### config.mk
export PLATFORM = sky130hd
export DESIGN_NAME = hash_req_arbiter
export DESIGN_NICKNAME = d
export VERILOG_FILES = /design/src/rtl/hash_req_arbiter.sv
export SDC_FILE = /design/constraint.sdc
export NUM_CORES = 1
export LEC_CHECK = 0
export ABC_CLOCK_PERIOD_IN_PS = 4130
export BUFFER_PORTS_ARGS = -buffer_cell sky130_fd_sc_hd__buf_4
export CAP_MARGIN = 40
export CORE_AREA = 2 2 231 233
export CTS_CLUSTER_SIZE = 20
export DETAILED_ROUTE_END_ITERATION = 10
export DIE_AREA = 0 0 233 235
export PLACE_DENSITY = 0.38
export SYNTH_ARGS = -nofsm -noshare
export SYNTH_HDL_FRONTEND = slang
export SYNTH_SLANG_ARGS = --single-unit
### constraint.sdc
create_clock -name clk -period 4.13 [get_ports clk]
set_input_delay 0.413 -clock clk [delete_from_list [all_inputs] [get_ports clk]]
set_output_delay 0.413 -clock clk [all_outputs]
set_load 0.1 [all_outputs]
### src/rtl/hash_req_arbiter.sv
// Round-robin arbiter sharing one hash engine between two requesters.
// Issued source IDs are queued so in-order returns route back to their owner.
module hash_req_arbiter #(
  parameter int CMD_W     = 128,
  parameter int RET_W     = 96,
  parameter int MAX_OUTST = 4
) (
  input  logic                         clk,
  input  logic                         reset,
  input  logic [1:0]                   req_cmd_valid,
  input  logic [2*CMD_W-1:0]           req_cmd_data,
  output logic [1:0]                   req_cmd_ready,
  output logic                         hash_cmd_valid,
  output logic [CMD_W-1:0]             hash_cmd_data,
  input  logic                         hash_cmd_ready,
  input  logic                         hash_ret_valid,
  input  logic [RET_W-1:0]             hash_ret_data,
  output logic                         hash_ret_ready,
  output logic [1:0]                   req_ret_valid,
  output logic [RET_W-1:0]             req_ret_data,
  input  logic [1:0]                   req_ret_ready,
  output logic [$clog2(MAX_OUTST):0]   outstanding,
  output logic                         err_unexp_ret
);

  localparam int PW = $clog2(MAX_OUTST);

  logic             r_cmd_valid;
  logic [CMD_W-1:0] r_cmd_data;
  logic             r_cmd_src;
  logic             r_rr_ptr;
  logic             r_fifo [MAX_OUTST];
  logic [PW:0]      r_wr_ptr;
  logic [PW:0]      r_rd_ptr;
  logic [PW:0]      r_outst;
  logic             r_err;

  logic [1:0]       w_grant;
  logic             w_can_load;
  logic             w_admit;
  logic [PW+1:0]    w_pending;
  logic             w_load;
  logic [CMD_W-1:0] w_sel_data;
  logic             w_issue;
  logic             w_empty;
  logic             w_head;
  logic             w_pop;
  logic             w_unexp;

  // Grant: pointer names the preferred requester; the other wins only if it is idle.
  always_comb begin
    w_grant = '0;
    if (r_rr_ptr) begin
      if (req_cmd_valid[1])      w_grant = 2'b10;
      else if (req_cmd_valid[0]) w_grant = 2'b01;
    end else begin
      if (req_cmd_valid[0])      w_grant = 2'b01;
      else if (req_cmd_valid[1]) w_grant = 2'b10;
    end
  end

  assign w_issue    = r_cmd_valid && hash_cmd_ready;
  assign w_can_load = !r_cmd_valid || hash_cmd_ready;
  assign w_pending  = {1'b0, r_outst} + (PW+2)'(r_cmd_valid);
  assign w_admit    = w_pending < (PW+2)'(MAX_OUTST);
  assign w_sel_data = w_grant[1] ? req_cmd_data[2*CMD_W-1:CMD_W] : req_cmd_data[CMD_W-1:0];

  always_comb begin
    req_cmd_ready = '0;
    if (!reset && w_can_load && w_admit) req_cmd_ready = w_grant;
  end

  assign w_load = |req_cmd_ready;

  assign w_empty = (r_wr_ptr == r_rd_ptr);
  assign w_head  = r_fifo[r_rd_ptr[PW-1:0]];

  // With nothing outstanding a return is accepted and dropped so the engine never stalls.
  always_comb begin
    req_ret_valid  = '0;
    hash_ret_ready = 1'b0;
    if (!reset) begin
      if (w_empty) begin
        hash_ret_ready = hash_ret_valid;
      end else begin
        hash_ret_ready         = req_ret_ready[w_head];
        req_ret_valid[w_head]  = hash_ret_valid;
      end
    end
  end

  assign w_pop   = hash_ret_valid && hash_ret_ready && !w_empty;
  assign w_unexp = hash_ret_valid && w_empty && !reset;

  always_ff @(posedge clk) begin
    if (reset) begin
      r_cmd_valid <= 1'b0;
      r_cmd_data  <= '0;
      r_cmd_src   <= 1'b0;
      r_rr_ptr    <= 1'b0;
      r_wr_ptr    <= '0;
      r_rd_ptr    <= '0;
      r_outst     <= '0;
      r_err       <= 1'b0;
    end else begin
      if (w_load) begin
        r_cmd_valid <= 1'b1;
        r_cmd_data  <= w_sel_data;
        r_cmd_src   <= w_grant[1];
        r_rr_ptr    <= w_grant[0];
      end else if (w_issue) begin
        r_cmd_valid <= 1'b0;
      end
      if (w_issue) r_wr_ptr <= r_wr_ptr + (PW+1)'(1);
      if (w_pop)   r_rd_ptr <= r_rd_ptr + (PW+1)'(1);
      case ({w_issue, w_pop})
        2'b10:   r_outst <= r_outst + (PW+1)'(1);
        2'b01:   r_outst <= r_outst - (PW+1)'(1);
        default: r_outst <= r_outst;
      endcase
      if (w_unexp) r_err <= 1'b1;
    end
  end

  always_ff @(posedge clk) begin
    if (w_issue) r_fifo[r_wr_ptr[PW-1:0]] <= r_cmd_src;
  end

  assign hash_cmd_valid = r_cmd_valid;
  assign hash_cmd_data  = r_cmd_data;
  assign req_ret_data   = hash_ret_data;
  assign outstanding    = r_outst;
  assign err_unexp_ret  = r_err;

endmodule

==> metrics.md, run 1 <==
| Metric | Value |
|---|---|
| Status | complete, no violations |
| Die ar. | between 0.05 and 0.06 sq mm |
| Post-Route WL | 25000 um |
| # diodes | 0 |
| Sequential share of the synthesized area | between 40% and 50% |
| Die width | 233 um |
| Placement row count | 84 |
| Gpl congestion | slightly below 0.7 |
| Final Max Slew Viols | 0 |
| Worst min-delay path class | input pin to flip-flop |
| CTS tree | built |
| Congestion Overflow GR | 0 |
| Count leader, synth | dfxtp_1 |
| Wire per inst | about 14 um |
| Initial drt markers | around 150 |
| Dominant cell type by area after synthesis | dfxtp_1 |
| Clock buffer depth | 2 |
| Synthesis-to-layout area growth | 49.8% |
| Hold WS | between 0.15 and 0.2 ns |
| CP Cell Sequence | mux4_2 > mux2i_1 > nor2_1 > ha_1 > fa_1 > xnor2_1 > or3_1 > a21oi_1 |
| Period minus WS final | 2.69 ns |
| First-pass GRT wire length | around 37000 um |
| Clock-pin slew on the worst setup and hold paths | approximately 0.07 ns |
| CTS Buf Count | 17 |
| FF+latch count, synth | ~150 |
| Die height | 235 um |
| Top cells by count, synth | 143 x dfxtp_1, 138 x nor2_1, 132 x mux2i_1 |
| Data required, critical path | between 4 and 5 ns |
| Largest cells by area after synthesis | dfxtp_1 40%, mux2i_1 18%, a211oi_1 13%, buf_4 10%, nor2_1 7.2% |
| Via density | ~3.7 |
| Yosys synthesis warning count | 0 |
| CP endpoint kind | flip-flop |
| Number of flops mapped to enable cells by yosys | 4 |
| Syn_nets | 1122 |
| Worst-path maximum fanout | 4 |
| # setup viols final | 0 |
| Post-synth ARST share | 0% |
| Register-to-register setup slack | approximately 1.4 ns |
| Final net count | between 1000 and 1500 |
| H-tree depth | 4 |
| Slew HR | a little over two fifths |
| Setup TNS | 0 ns |
| Maxcap violations | 0 |
| Post-route DRC | 0 |
| # port buffers | between 400 and 500 |
| Clk sinks | about 150 |
| Crit path DAT | between 3 and 4 ns |
| Number of global-route vias before repair | a little over 6000 |
| Setup Skew | ~0.0086 ns |
| Hold Buf Count CTS | 0 |
| Ratio of cells with drive above 1 in the final layout | 42.7% |
| VDD IR-drop max | between 0.0002 and 0.0003 V |
| Synth Area per Inst | 9.54 sq um |
| Root Buffer | clkbuf_16 |
| Via count | 6309 |
| RSZ-0062 raised after global routing | false |
| Pwr/cell area | between 400 and 500 mW/mm^2 |
| Post-DRT Antenna Nets | 0 |
| Final Hold Fails | 0 |
| Initial Utilization | 13.8% |
| Pre-Repair DR Iteration Count | 6 |
| Gate Count Post-Synth | between 700 and 800 |
| Post_cts resized | 0 |
| Initial antenna violation count | 1 |
| Total setup buffers inserted after CTS | 0 |
| Slowest cell on the critical path | mux4_2 |
| Largest net degree at the start of global routing | roughly 130 |
| Period utilization | between 60% and 70% |
| Crit start category | flip-flop |
| Top cell type's share of synthesized area | roughly two fifths |
| Worst-margin pin slew | ~0.85 ns |
| Mapped Area | roughly 0.0072 sq mm |
| # IOs | slightly below 600 |
| Clk Latency, worst-skew pair | approximately 0.46 ns |
| DP HPWL | around 19000 um |
| Synth unique cells | 34 |
| Top_reg_cell synth | dfxtp_1 |
| Core Area | about 0.052 sq mm |
| Kind of critical path | flip-flop to flip-flop |
| FMAX | 372 MHz |
| Total track usage | under 10% |
| Max incr delay on CP | 0.52 ns |
| LEAKAGE | 5.10 nW |
## per-stage QoR
step / cell area, sq um / utilization [%] / total power, mW / instances / setup slack, ns
finish: 10800 / 20.7 / 4.87 / 1727 / 1.44
global route: 10800 / 20.7 / 5.11 / 1727 / 1.30
CTS: 10800 / 20.7 / 5.00 / 1727 / 1.45
detailed placement: 10200 / 19.5 / 3.31 / 1695 / 1.48
global placement: 10200 / 19.5 / 3.30 / 1695 / 1.50
floorplan: 7210 / - / 3.25 / 755 / 0.851
## layout make-up
| class | instances | area, sq um |
|---|---|---|
| sequential | 147 | 2980 |
| clock buffer | 17 | 425 |
| tap | 688 | 861 |
| inverter | 8 | 30.0 |
| multi-input combinational | 445 | 3220 |
| timing repair buffer | 407 | 3110 |
| clock inverter | 15 | 170 |
| fill | 5763 | 41400 |
## kinds of logic after synthesis
logic type                 Yosys count  share of synthesized area (%)
and+or+nand+nor                    152                           8.23
adders and majority gates            7                           1.32
muxes                              134                           18.8
buffers and inverters              163                           14.0
xor gates and xnor gates             7                          0.851
DFF                                147                           41.4
AOI/OAI and AO/OA                  145                           15.4
## power by group
part / switching, mW / internal (mW) / total (mW)
logic: 1.18 / 0.467 / 1.64
registers: 0.0680 / 1.54 / 1.61
clock network: 0.708 / 0.902 / 1.61
## metal layers
layer	GRT usage, %	vias to the layer above	wire length, um
li1	-	3145	-
met5	0	-	13
met3	4.09	53	2510
met4	5.35	2	765
met1	9.56	2822	9710
met2	14.7	287	12000
## cell usage in the layout, fill, tap and decap left out, types with 2 or more instances in the layout
cell type   Yosys  layout
clkbuf_16       0      17
inv_1           8       8
edfxtp_1        4       4
nand2_1         4       4
buf_12          0       4
bufinv_16       0       2
mux2i_1       132     132
a21oi_1         4       4
a211oi_1      129     129
inv_6           0       5
ha_1            6       6
clkinvlp_4      0       5
and3_1          5       5
dfxtp_1       143     143
nand3_1         2       2
nor2_1        138     138
buf_4          97     403
nor2b_1         2       2
xnor2_1         6       6
clkinv_4        0       2
## flip-flops by register name, indices dropped and copies added (netlist names), named ones only
| name | count |
|---|---|
| r_fifo | 4 |
| r_rr_ptr | 1 |
| r_cmd_src | 1 |
| hash_cmd_data | 128 |
| r_rd_ptr | 3 |
| err_unexp_ret | 1 |
| r_wr_ptr | 3 |
| outstanding | 3 |
| hash_cmd_valid | 1 |
## critical path, delay by kind of cell, from the launching register on
family | cells | cell delay (ns)
compound gates | 1 | 0.14
mux | 2 | 0.82
xor+xnor | 1 | 0.15
simple gates | 2 | 0.49
flops | 1 | 0.36
fa+ha+maj | 2 | 0.65
## worst paths after layout
| kind | end | start | depth (start not counted) |
|---|---|---|---|
| min reg2reg | hash_cmd_data[62] | hash_cmd_data[62] | 2 |
| max reg2reg | outstanding[2] | r_fifo[3] | 8 |
| max | outstanding[2] | r_fifo[3] | 8 |
| min | r_rr_ptr | req_cmd_valid[1] | 2 |
Note: power is estimated with default switching activity, not from simulation.
==> run 2: changes to the inputs <==
ABC_CLOCK_PERIOD_IN_PS = 2240   (was 4130)
PLACE_DENSITY = 0.39   (was 0.38)
clock period = 2.24 ns   (was 4.13 ns; I/O delays follow)
==> run 2 against run 1 <==
Net effect: the run now ends with negative setup slack left; count of clock-buffer cells in the layout is 1 higher; sequential share of layout area is 0.84 points lower; largest power group unchanged; register-to-register slack worse by 1.5 ns.
==> metrics.md, run 2 (synthesis results as in run 1) <==
| Metric | Value |
|---|---|
| Die ar. | 0.0548 sq mm (unchanged) |
| Post-route DRC | 0 (unchanged) |
| Layout fillers | 5755 (was 5763) |
| Worst-margin pin slew | 0.667 ns (was 0.846 ns) |
| Gpl congestion | 0.705 (was 0.684) |
| Initial drt markers | 124 (was 148) |
| DP HPWL | 19400 um (was 18900 um) |
| Most common cell after layout, fill and taps aside | buf_4 (unchanged) |
| Ratio of cells with drive above 1 in the final layout | 45.8% (was 42.7%) |
| Worst-path maximum fanout | 2 (was 4) |
| Clock buffer depth | 2 (unchanged) |
| Most frequent cells in the layout | 431 x buf_4, 136 x nor2_1, 136 x dfxtp_1 (was 403 x buf_4, 143 x dfxtp_1, 138 x nor2_1) |
| Period minus WS final | 2.33 ns (was 2.69 ns) |
| Total track usage | 8.95% (was 9.02%) |
| Max reg flops | 128 (unchanged) |
| Initial Utilization | 13.8% (unchanged) |
| # setup viols final | 2 (was 0) |
| Violated checks | negative setup slack |
| Setup Skew | 0.00925 ns (was 0.00863 ns) |
| Synthesis-to-layout area growth | 55.0% (was 49.8%) |
| FF+latch area | 0.00299 sq mm (was 0.00298 sq mm) |
| Post-DRT Antenna Nets | 0 (unchanged) |
| # diodes | 0 (unchanged) |
| H-tree depth | 4 (unchanged) |
| # port buffers | 401 (unchanged) |
| Die height | 235 um (unchanged) |
| Core Area | 0.0522 sq mm (unchanged) |
| Pre-Repair DR Iteration Count | 4 (was 6) |
| Wire per inst | 13.9 um (was 14.5 um) |
| Hold WS | 0.0775 ns (was 0.191 ns) |
| Placement row count | 84 (unchanged) |
| Root Buffer | clkbuf_16 (unchanged) |
| Clk sinks | 147 (unchanged) |
| Final Max Slew Viols | 0 (unchanged) |
| Largest net degree at the start of global routing | 56 (was 133) |
| Crit start category | flip-flop (unchanged) |
| VDD IR-drop max | 0.000502 V (was 0.000272 V) |
| Pre-CTS WS | -0.0972 ns (was 1.48 ns) |
| CP endpoint kind | flip-flop (unchanged) |
| # IOs | 594 (unchanged) |
| Period utilization | 104% (was 65.0%) |
| FMAX | 428 MHz (was 372 MHz) |
| Clk Latency, worst-skew pair | 0.46 ns (about the same) |
| CTS Buf Count | 17 (unchanged) |
| Clock-pin slew on the worst setup and hold paths | 0.07 ns (about the same) |
| Congestion Overflow GR | 0 (unchanged) |
| Maxcap violations | 0 (unchanged) |
| Final net count | 1429 (was 1393) |
| Via density | 3.59 (was 3.65) |
| Pwr/cell area | 803 mW/mm^2 (was 451 mW/mm^2) |
| Status | finished, violations left (was complete, no violations) |
| Initial antenna violation count | 0 (was 1) |
| Worst min-delay path class | input pin to flip-flop (unchanged) |
| Number of global-route vias before repair | 6427 (was 6111) |
| Data required, critical path | 2.64 ns (was 4.52 ns) |
| LEAKAGE | 5.29 nW (was 5.10 nW) |
| Final Hold Fails | 0 (unchanged) |
| CTS tree | built (unchanged) |
| Post-Route WL | 24600 um (was 25000 um) |
| Setup ws final | -0.0948 ns (was 1.44 ns) |
| Kind of critical path | flip-flop to flip-flop (unchanged) |
| Die width | 233 um (unchanged) |
| Via count | 6321 (was 6309) |
| Crit path DAT | 2.73 ns (was 3.08 ns) |
| First-pass GRT wire length | 36800 um (was 36700 um) |
| Finished Core Util | 21.4% (was 20.7%) |
| Slew HR | 55.6% (was 43.6%) |
| Area of the multi-input gates | 0.00326 sq mm (was 0.00322 sq mm) |
| RSZ-0062 raised after global routing | true (was false) |
-- run 2: cell types whose count changed in the layout (fill, tap and decap cells not counted), sizes merged --
cell	delta
clkbuf	+1
clkinv	+4
dlygate4sd3	+2
buf	+34
clkinvlp	-2
inv	-3
-- run 2: power breakdown --
| part | switching (mW) | total, mW | internal [mW] |
|---|---|---|---|
| clock | 1.23 | 2.88 | 1.64 |
| sequential | 0.128 | 2.97 | 2.85 |
| combinational | 2.19 | 3.12 | 0.930 |
| total | 3.55 | 8.97 | 5.42 |
-- run 2: timing repair --
item	CTS	global route
pin swaps	0	0
gates resized for setup	11	4
endpoints found under the setup margin	6	3
hold buffers	2	0
endpoints found under the hold margin	2	0
buffers inserted	2	0
-- run 2: worst paths after layout --
path | startpoint | endpoint | slack [ns] | depth (start not counted)
max | r_fifo[0] | outstanding[2] | -0.09 | 8
max reg2reg | r_fifo[0] | outstanding[2] | -0.09 | 8
min reg2reg | r_rd_ptr[2] | r_rd_ptr[2] | 0.48 | 1
min | hash_cmd_ready | r_wr_ptr[1] | 0.08 | 3
-- run 2: through the flow --
| stage | total power [mW] | setup TNS [ns] | area [sq um] | instances |
|---|---|---|---|---|
| after global placement | 6.17 | -0.111 | 10500 | 1727 |
| after CTS | 9.20 | -0.243 | 11200 | 1763 |
| final | 8.97 | -0.136 | 11200 | 1763 |
| after floorplan | 6.00 | -0.422 | 7230 | 755 |
| after detailed placement | 6.18 | -0.0972 | 10500 | 1727 |
| after global routing | 9.43 | -0.400 | 11200 | 1763 |
-- run 2: critical path: stages, from the launching register on --
cell and delay, ns:
edfxtp_1 0.37, mux4_2 0.49, mux2i_2 0.22, nor2_2 0.07
ha_2 0.20, fa_2 0.34, xnor2_1 0.14, or3_1 0.31
a21oi_1 0.13
-- run 2: routing by layer --
layer / up-vias / part of all wire [%] / GRT usage [%]
met2: 277 / 48 / 14.7
met5: - / 0 / 0
li1: 3202 / - / -
met4: 0 / 3.6 / 5.25
met1: 2792 / 40 / 9.78
met3: 50 / 8.4 / 3.43
-- run 2: area by class of cell --
class	count	share of cell area [%]
clock buffer	18	3.84
clock inverter	14	1.37
inverter	8	0.269
multi-input combinational	445	29.2
sequential	147	26.8
tap	688	7.71
timing repair buffer	443	30.9
==> run 3: changes to the inputs <==
ABC_AREA = 1   (was default)
CORE_AREA = 4 4 229 231   (was 2 2 231 233)
PLACE_DENSITY = 0.41   (was 0.39)
==> run 3 against run 2 <==
Net effect: the run now ends clean; non-clock buffer count is 18 lower; critical path depth stayed put; count of clock-buffer cells in the layout grew 5; cell area up 3.4%; die area unchanged; global-route usage increased by 2.5 points; critical endpoint is now req_cmd_ready[0]; largest cell class is now multi-input combinational cells.
==> metrics.md, run 3 <==
| Metric | Value |
|---|---|
| Congestion Overflow GR | 0 (unchanged) |
| Critical R2R Capture | outstanding[1] (was outstanding[2]) |
| Dominant cell type by area after synthesis | dfxtp_1 (unchanged) |
| Layout fillers | 5715 (was 5755) |
| Kind of critical path | input pin to output pin (was flip-flop to flip-flop) |
| Final net count | 1830 (was 1429) |
| Largest net degree at the start of global routing | 135 (was 56) |
| CP Cell Sequence | dlygate4sd3_1 > buf_4 > nor2_1 > nand3_1 > inv_1 > nand2_1 > nor2_4 > buf_6 (was mux4_2 > mux2i_2 > nor2_2 > ha_2 > fa_2 > xnor2_1 > or3_1 > a21oi_1) |
| Slowest cell on the critical path | dlygate4sd3_1 (was mux4_2) |
| Worst-margin pin slew | 0.678 ns (was 0.667 ns) |
| # setup viols final | 0 (was 2) |
| Gate Count Post-Synth | 1200 (was 755) |
| Gpl congestion | 0.777 (was 0.705) |
| Net Sw Frac | 40.6% (was 39.6%) |
| Setup TNS | 0 ns (was -0.136 ns) |
| Via count | 8401 (was 6321) |
| Slew HR | 54.8% (was 55.6%) |
| Core Area | 0.0501 sq mm (was 0.0522 sq mm) |
| Die height | 235 um (unchanged) |
| Initial drt markers | 242 (was 124) |
| Wire per inst | 14.9 um (was 13.9 um) |
| Most frequent cells in the layout | 411 x buf_4, 410 x nand2_1, 143 x nor2_1 (was 431 x buf_4, 136 x nor2_1, 136 x dfxtp_1) |
| Final Max Slew Viols | 0 (unchanged) |
| FF+latch count, synth | 147 (unchanged) |
| R2R depth | 12 (was 8) |
| Clock share of power | 31.6% (was 32.1%) |
| Clk Latency, worst-skew pair | 0.46 ns (about the same) |
| H-tree depth | 4 (unchanged) |
| CTS Buf Count | 17 (unchanged) |
| Setup ws final | 0.166 ns (was -0.0948 ns) |
| Data required, critical path | 2.02 ns (was 2.64 ns) |
| # IOs | 594 (unchanged) |
| Min-delay src | hash_ret_valid (was hash_cmd_ready) |
| DP HPWL | 24300 um (was 19400 um) |
| CTS tree | built (unchanged) |
| Synth unique cells | 22 (was 34) |
| Final Non-Filler Cells | 2147 (was 1763) |
| Via density | 3.91 (was 3.59) |
| First-pass GRT wire length | 49000 um (was 36800 um) |
| Post-DRT Antenna Nets | 0 (unchanged) |
| RSZ-0062 raised after global routing | false (was true) |
| Maxcap violations | 0 (unchanged) |
| Register-to-register setup slack | 0.23 ns (was -0.09 ns) |
| Reg-to-reg startpoint | r_wr_ptr[1] (was r_fifo[0]) |
| Total track usage | 11.5% (was 8.95%) |
| Top cell type's share of synthesized area | 36.5% (was 39.7%) |
| Post-synth ARST share | 0% (unchanged) |
| Internal power | 5.57 mW (was 5.42 mW) |
| Worst-path maximum fanout | 4 (was 2) |
| Mapped Area | 0.00785 sq mm (was 0.00721 sq mm) |
| Post-Route WL | 32100 um (was 24600 um) |
| Post-route DRC | 0 (unchanged) |
| Pre-Repair DR Iteration Count | 4 (unchanged) |
| Pwr/cell area | 811 mW/mm^2 (was 803 mW/mm^2) |
| Placed Cells | 2113 (was 1727) |
| Synth Area per Inst | 6.54 sq um (was 9.54 sq um) |
| Period minus WS final | 2.07 ns (was 2.33 ns) |
| VDD IR-drop max | 0.000386 V (was 0.000502 V) |
| Crit path DAT | 1.85 ns (was 2.73 ns) |
| Yosys synthesis warning count | 0 (unchanged) |
| Clk sinks | 147 (unchanged) |
| # diodes | 0 (unchanged) |
| # port buffers | 401 (unchanged) |
| Clock buffer depth | 2 (unchanged) |
| Count leader, synth | nand2_1 (was dfxtp_1) |
| Combinational share of power | 36.5% (was 34.8%) |
| Hold Path Sink | err_unexp_ret (was r_wr_ptr[1]) |
| Final Hold Fails | 0 (unchanged) |
| Top cells by count, synth | 412 x nand2_1, 146 x nor2_1, 143 x dfxtp_1 (was 143 x dfxtp_1, 138 x nor2_1, 132 x mux2i_1) |
| Syn_nets | 1567 (was 1122) |
| Worst min-delay path class | input pin to flip-flop (unchanged) |
| LEAKAGE | 5.62 nW (was 5.29 nW) |
| Pre-CTS WS | 0.143 ns (was -0.0972 ns) |
| Hold-critical path depth | 3 (unchanged) |
| Number of global-route vias before repair | 8588 (was 6427) |
| Synthesis-to-layout area growth | 47.2% (was 55.0%) |
| Sequential share of the synthesized area | 38.0% (was 41.4%) |
| Finished Core Util | 23.1% (was 21.4%) |
| FMAX | 482 MHz (was 428 MHz) |
| FF+latch area | 0.00299 sq mm (about the same) |
| Sequential power share | 31.9% (was 33.2%) |
| Crit start category | input pin (was flip-flop) |
| Clock-pin slew on the worst setup and hold paths | 0.06 ns (was 0.07 ns) |
| Largest cells by area after synthesis | dfxtp_1 36%, nand2_1 20%, buf_4 10%, nor3_1 8.2%, nor2_1 7.0% (was dfxtp_1 40%, mux2i_1 18%, a211oi_1 13%, buf_4 10%, nor2_1 7.2%) |
| Most common cell after layout, fill and taps aside | buf_4 (unchanged) |
| Total power draw | 9.37 mW (was 8.97 mW) |
| Placement row count | 82 (was 84) |
| Ratio of cells with drive above 1 in the final layout | 32.1% (was 45.8%) |
| Initial antenna violation count | 0 (unchanged) |
| Initial Utilization | 15.7% (was 13.8%) |
| Die ar. | 0.0548 sq mm (unchanged) |
| Max incr delay on CP | 0.54 ns (was 0.49 ns) |
| CP endpoint kind | output pin (was flip-flop) |
| Max reg flops | 128 (unchanged) |
| Die width | 233 um (unchanged) |
| Top_reg_cell synth | dfxtp_1 (unchanged) |
| Setup Skew | 0.00865 ns (was 0.00925 ns) |
| Area of the multi-input gates | 0.00372 sq mm (was 0.00326 sq mm) |
| Root Buffer | clkbuf_16 (unchanged) |
| Status | complete, no violations (was finished, violations left) |
| Period utilization | 92.6% (was 104%) |
| NetSw | 3.80 mW (was 3.55 mW) |
| Number of flops mapped to enable cells by yosys | 4 (unchanged) |
run 3: cell types whose count changed in the layout (fill, tap and decap cells not counted), sizes merged, moves of 7 or more:
cell | before | now
a211oi | 129 | 0
a21oi | 4 | 11
buf | 441 | 423
inv | 11 | 19
mux2i | 132 | 0
nand2 | 4 | 412
nand3 | 2 | 10
nor2 | 138 | 147
nor3 | 0 | 128
o21ai | 2 | 135
run 3: worst max path at each step:
| stage | from | end | slack [ns] | cells after the start |
|---|---|---|---|---|
| 4_1_cts | flip-flop | hash_ret_ready | 0.02 | 9 |
| 3_5_place_dp | r_wr_ptr[1] | outstanding[2] | 0.14 | 15 |
| 5_1_grt | flip-flop | hash_ret_ready | 0.01 | 9 |
| 3_3_place_gp | r_wr_ptr[1] | outstanding[2] | 0.17 | 15 |
| 2_1_floorplan | outstanding[0] | hash_cmd_data[30] | 0.03 | 6 |
| 6_report | reset | req_cmd_ready[0] | 0.17 | 8 |
run 3: worst max-delay path: cells and delay by family:
| family | cells | cell delay, ns |
|---|---|---|
| buffers and inverters | 4 | 1.10 |
| and+or+nand+nor | 4 | 0.52 |
run 3: metal layers:
layer / part of all wire (%) / track usage (%) / wire [um] / vias to the layer above
li1: - / - / - / 4252
met1: 41 / 13.1 / 13100 / 3740
met2: 47 / 19.0 / 15100 / 333
met3: 7.7 / 3.56 / 2460 / 76
met4: 4.5 / 6.39 / 1460 / 0
met5: 0 / 0 / 0 / -
run 3: logic make-up after synthesis:
| family | count (synthesis) | synth area share (%) |
|---|---|---|
| buf+inv | 199 | 15.4 |
| xor+xnor | 4 | 0.447 |
| compound gates | 146 | 9.41 |
| flops | 147 | 38.0 |
| simple gates | 697 | 35.6 |
| fa+ha+maj | 7 | 1.21 |
run 3: cell type report:
| class | instances | area share (%) |
|---|---|---|
| sequential | 147 | 25.9 |
| clock inverter | 8 | 0.856 |
| clock buffer | 23 | 4.31 |
| multi-input combinational | 854 | 32.2 |
| timing repair buffer | 425 | 28.9 |
| tap | 672 | 7.28 |
| inverter | 18 | 0.628 |
run 3: through the flow:
| stage | cell area, sq um | hold WS (ns) |
|---|---|---|
| final | 11600 | 0.104 |
| after global routing | 11600 | 0.0783 |
| after CTS | 11500 | 0.0265 |
| after detailed placement | 10900 | 0.449 |
| after global placement | 10900 | 0.448 |
| after floorplan | 7860 | 0.403 |
run 3: power groups by stage:
stage	clock network, mW	registers [mW]	logic (mW)
CTS	3.15	2.99	3.46
finish	2.96	2.99	3.42
detailed placement	0	3.05	3.45
global placement	0	3.04	3.45
floorplan	0	4.62	1.62
global route	3.21	3.02	3.64
run 3: timing repair:
action,4_1_cts,5_1_grt
pin swaps,1,0
endpoints found under the hold margin,2,0
endpoints found under the setup margin,1,2
resized for setup,1,9
hold buffers,2,0
buffers inserted,1,0
